--- config.mk ---
export PLATFORM = sky130hd
export DESIGN_NAME = mcs_fpro_bridge
export DESIGN_NICKNAME = d
export VERILOG_FILES = /design/src/rtl/mcs_fpro_bridge.sv
export SDC_FILE = /design/constraint.sdc
export NUM_CORES = 1
export LEC_CHECK = 0
export ABC_CLOCK_PERIOD_IN_PS = 6900
export CAP_MARGIN = 5
export CORE_ASPECT_RATIO = 1.1
export CORE_UTILIZATION = 45
export CTS_CLUSTER_SIZE = 14
export DETAILED_ROUTE_END_ITERATION = 6
export GPL_TIMING_DRIVEN = 0
export PLACE_DENSITY = 0.95
export SETUP_SLACK_MARGIN = 0.1
export SLEW_MARGIN = 5
export SYNTH_ARGS = -nofsm -noshare
export SYNTH_HDL_FRONTEND = slang
export SYNTH_SLANG_ARGS = --single-unit
export TNS_END_PERCENT = 20
--- constraint.sdc ---
create_clock -name clk -period 6.9 [get_ports clk]
set_clock_uncertainty 0.2 [all_clocks]
set_input_delay 1.38 -clock clk [delete_from_list [all_inputs] [get_ports clk]]
set_output_delay 1.38 -clock clk [all_outputs]
set_load 0.05 [all_outputs]
--- src/rtl/mcs_fpro_bridge.sv ---
// MicroBlaze MCS I/O bus to FPro bus bridge: window decode, video/MMIO select, fixed-latency reads.
// Optional BRG_ERR_CHECK_EN: sticky brg_err and suppression of partial-word writes.
module mcs_fpro_bridge #(
    parameter logic [31:0] BRG_BASE = 32'hC000_0000,
    parameter int          RD_WAIT  = 0
) (
    input  logic        clk,
    input  logic        reset,
    input  logic        io_addr_strobe,
    input  logic        io_read_strobe,
    input  logic        io_write_strobe,
    input  logic [3:0]  io_byte_enable,
    input  logic [31:0] io_address,
    input  logic [31:0] io_write_data,
    output logic [31:0] io_read_data,
    output logic        io_ready,
    output logic        fp_video_cs,
    output logic        fp_mmio_cs,
    output logic        fp_wr,
    output logic        fp_rd,
    output logic [21:0] fp_addr,
    output logic [31:0] fp_wr_data,
    input  logic [31:0] fp_rd_data,
    output logic        brg_err
);
    typedef enum logic [1:0] {S_IDLE, S_ISSUE, S_RWAIT, S_RESP} state_t;

    localparam logic [3:0] WAIT_N = 4'(RD_WAIT);

    state_t      r_state, w_next;
    logic [21:0] r_addr;
    logic [31:0] r_wdata;
    logic [31:0] r_rdata;
    logic [3:0]  r_cnt;
    logic        r_wr;
    logic        r_video;
    logic        w_accept, w_in_win, w_legal, w_go, w_issue, w_sup;
    logic        w_unused;

    assign w_accept = (r_state == S_IDLE) && io_addr_strobe;
    assign w_in_win = (io_address[31:24] == BRG_BASE[31:24]);
    assign w_legal  = io_read_strobe ^ io_write_strobe;
    assign w_go     = w_in_win && w_legal;
    assign w_issue  = (r_state == S_ISSUE);
    assign w_unused = &{1'b0, io_address[1:0], io_byte_enable};

    always_ff @(posedge clk or posedge reset) begin
        if (reset) r_state <= S_IDLE;
        else       r_state <= w_next;
    end

    always_comb begin
        w_next = r_state;
        case (r_state)
            S_IDLE:  if (io_addr_strobe) w_next = w_go ? S_ISSUE : S_RESP;
            S_ISSUE: w_next = (!r_wr && RD_WAIT != 0) ? S_RWAIT : S_RESP;
            S_RWAIT: if (r_cnt == WAIT_N) w_next = S_RESP;
            S_RESP:  w_next = S_IDLE;
            default: w_next = S_IDLE;
        endcase
    end

    always_ff @(posedge clk or posedge reset) begin
        if (reset) begin
            r_addr  <= '0;
            r_wdata <= '0;
            r_rdata <= '0;
            r_cnt   <= '0;
            r_wr    <= 1'b0;
            r_video <= 1'b0;
        end else begin
            if (w_accept) begin
                r_wr    <= io_write_strobe;
                r_addr  <= io_address[23:2];
                r_video <= io_address[23];
                r_wdata <= io_write_data;
                if (!w_go) r_rdata <= '0;
            end
            // Read data is captured on the last cycle before RESP.
            if (w_issue && !r_wr) begin
                if (RD_WAIT == 0) r_rdata <= fp_rd_data;
                else              r_cnt   <= 4'd1;
            end
            if (r_state == S_RWAIT) begin
                if (r_cnt == WAIT_N) begin
                    r_rdata <= fp_rd_data;
                    r_cnt   <= '0;
                end else begin
                    r_cnt   <= r_cnt + 4'd1;
                end
            end
        end
    end

`ifdef BRG_ERR_CHECK_EN
    logic r_sup;
    logic r_err;
    always_ff @(posedge clk or posedge reset) begin
        if (reset) begin
            r_sup <= 1'b0;
            r_err <= 1'b0;
        end else if (w_accept) begin
            r_sup <= io_write_strobe && !io_read_strobe && (io_byte_enable != 4'hF);
            if (!w_in_win || (io_read_strobe && io_write_strobe) ||
                (io_write_strobe && io_byte_enable != 4'hF))
                r_err <= 1'b1;
        end
    end
    assign w_sup   = r_sup;
    assign brg_err = r_err;
`else
    assign w_sup   = 1'b0;
    assign brg_err = 1'b0;
`endif

    // A suppressed partial write issues no FPro cycle at all.
    assign fp_video_cs  = w_issue && !w_sup && r_video;
    assign fp_mmio_cs   = w_issue && !w_sup && !r_video;
    assign fp_rd        = w_issue && !r_wr;
    assign fp_wr        = w_issue && r_wr && !w_sup;
    assign fp_addr      = r_addr;
    assign fp_wr_data   = r_wdata;
    assign io_ready     = (r_state == S_RESP);
    assign io_read_data = r_rdata;
endmodule

==> metrics.csv <==
metric;value;unit
status;finished clean;
clockBufferDepth;2;
hold_depth;1;
routed_wl;11320;microns
p_clk_share;9.9;%
internal_power;1.830;mW
fin_setup_tns;0;ns
cts_max_level;3;
clk_transition_reported_paths;0.08;ns
drt-vias-per-instance;5.367;
period_minus_slack;4.124;ns
drt_iter0_drc;80;
grt_overflow;0;
initial_utilization;47.33;%
io_buffers;189;
firstDrtPassIters;4;
dp_slack;3.158;ns
ys_ff_latch;93;
hold_class;reg2reg;
setup_viol;0;
die_area;0.009870;sq mm
leakagePower;2.771;nW
diodes;0;
ir_worst_vdd;317.3;uV
grtUsageMet1;27.70;%
nets;632;
cts_sinks;93;
grt_busiest_layer;met2;
critPathMaxFanout;10;
worstSetupPathType;reg2out;
num_rows;36;
grt_pass1_wl;17940;microns
finalWorstSetupSlack;2.776;ns
synthesis.nets;431;
vias;3419;
tightestPinTransition;0.5463;ns
drv_cap;0;
dp_hpwl;8645;microns
drc_errors;0;
ant_nets;0;
endpoint_kind;primary output;
power_density;550.7;mW/mm^2
final_cell_mix;clkdlybuf4s50_1, dfrtp_1, mux2_2;
pwr-share-comb;63.6;%
reg2regPathDepth;8;
synth.distinct_cells;33;
fmax;0.2425;GHz
hold_buffers;0;
worstSetupStartpointType;flip-flop;
p_seq_share;26.5;%
wl_per_cell;17.77;microns
arrival;2.54;ns
antenna_found_initial;0;
crit_required;5.32;ns
switching_power;1.760;mW
cts-root-buf;clkbuf_8;
gp_congestion;0.7477;
post_cts_resized;0;
relSlewSlack;63.46;%
core_area;0.009009;sq mm
power.total;3.590;mW
clk_latency;0.35;ns
synthCells;318;
syn_to_final_growth;52.88;%
first_global_vias;3615;
synth-warning-count;0;
io_pins;197;
gr-usage-all-layers;23.79;%
synth_area;0.004264;sq mm
instances_no_fill;637;
finalMaxSlewViolations;0;
grt_util_met2;41.68;%
layout-drive-gt1-share;25.43;%
met3_usage;5.482;%
rsz0062_at_grt;no;
fp.dieW;94.82;microns
placedCellCount;622;
post-cts-setup-buffers;0;
finalHoldViolations;0;
final_common_cell;clkdlybuf4s50_1;
syn_area_per_cell;13.41;sq um
cts_inserted_buffers;9;
ys_seq_area_share;54.58;%
cts_tree;yes;
grt_max_degree;60;
netSwitchingFraction;49.03;%
die_h;104.1;microns
period_share;59.77;%
[worst max-delay path: stages, from the launching register on]
cell and delay [ns]:
dfrtp_1 0.43, inv_1 0.12, ha_1 0.21, nand2b_1 0.07, buf_4 0.16, inv_4 0.10
buf_2 0.24, clkdlybuf4s50_1 0.84
[layer usage]
layer / up-vias / share of wire, % / wire length, microns
li1: 1547 / - / -
met1: 1699 / 37 / 4234
met2: 149 / 54 / 6060
met3: 24 / 6.7 / 763
met4: 0 / 2.3 / 261
met5: - / 0 / 0
[sequential cells by signal, indices dropped and copies added, names as in the netlist]
register      cells
r_wr              1
r_cnt             4
fp_wr_data       32
io_read_data     32
fp_addr          22
r_state           2
[kinds of logic (layout without fill, tap and decap cells)]
kind of cell	after synthesis	in the layout	share of synthesized area [%]
flip-flops	93	93	54.58
AO/OA/AOI/OAI	69	69	13.82
multiplexers	58	58	15.26
AND/OR/NAND/NOR	51	51	7.365
buffers and inverters	36	241	6.133
adder cells (fa/ha/maj)	8	8	2.348
XOR/XNOR	2	2	0.4109
other	1	1	0.08794
[per-stage QoR]
stage          hold slack (ns)  util (%)  instance area, sq um
2_1_floorplan           0.2648         -                  4264
3_3_place_gp            0.2837     69.92                  6299
3_5_place_dp            0.2921     70.25                  6329
4_1_cts                 0.3118     72.36                  6519
5_1_grt                 0.3179     72.36                  6519
6_report                0.3078     72.36                  6519
[worst paths after layout]
kind | startpoint | end | slack (ns)
worst max-delay path | r_state[1]$_DFFE_PP0P_ | fp_rd | 2.78
worst min-delay path | fp_wr_data[11]$_DFFE_PP0N_ | fp_wr_data[11]$_DFFE_PP0N_ | 0.31
worst max register to register | r_state[0]$_DFFE_PP0P_ | io_read_data[0]$_DFF_PP0_ | 4.85
worst min register to register | fp_wr_data[11]$_DFFE_PP0N_ | fp_wr_data[11]$_DFFE_PP0N_ | 0.31
max in group asynchronous | reset | fp_wr_data[6]$_DFFE_PP0N_ | 4.67
min in group asynchronous | reset | fp_wr_data[1]$_DFFE_PP0N_ | 1.19
[cell type report]
type                       instances  area [sq um]
sequential                        93          2327
clock inverter                     4         48.80
multi-input combinational        189          1675
inverter                           7         31.28
tap                              114         142.6
fill                             618          2490
buffer                            29         232.7
clock buffer                      11         141.4
timing repair buffer             190          1919
[power groups by stage]
stage,clock [mW],combinational (mW),sequential [mW]
3_3_place_gp,0,2.23,0.940
5_1_grt,0.389,2.38,0.980
6_report,0.357,2.28,0.950
2_1_floorplan,0,0.679,1.81
3_5_place_dp,0,2.29,0.963
4_1_cts,0.366,2.30,0.952
[synth_stat cells, drive strengths merged]
cell type | instances | area, sq um
mux2i | 2 | 20.02
and2 | 3 | 18.77
clkbuf | 6 | 25.02
a221oi | 1 | 15.01
a41oi | 1 | 8.760
nor3 | 1 | 16.27
nand4bb | 1 | 11.26
xnor2 | 1 | 8.760
xor2 | 1 | 8.760
nand2b | 2 | 12.51
a22oi | 32 | 390.4
nor2 | 1 | 3.750
nor2b | 1 | 6.260
nand3 | 35 | 180.2
mux2 | 56 | 630.6
nor4 | 1 | 21.27
nand2 | 4 | 15.01
conb | 1 | 3.750
dfrtp | 93 | 2327
o21ai | 35 | 175.2
and4bb | 2 | 28.78
ha | 8 | 100.1
inv | 7 | 28.78
buf | 23 | 207.7
Power figures use the tool's default switching activity.
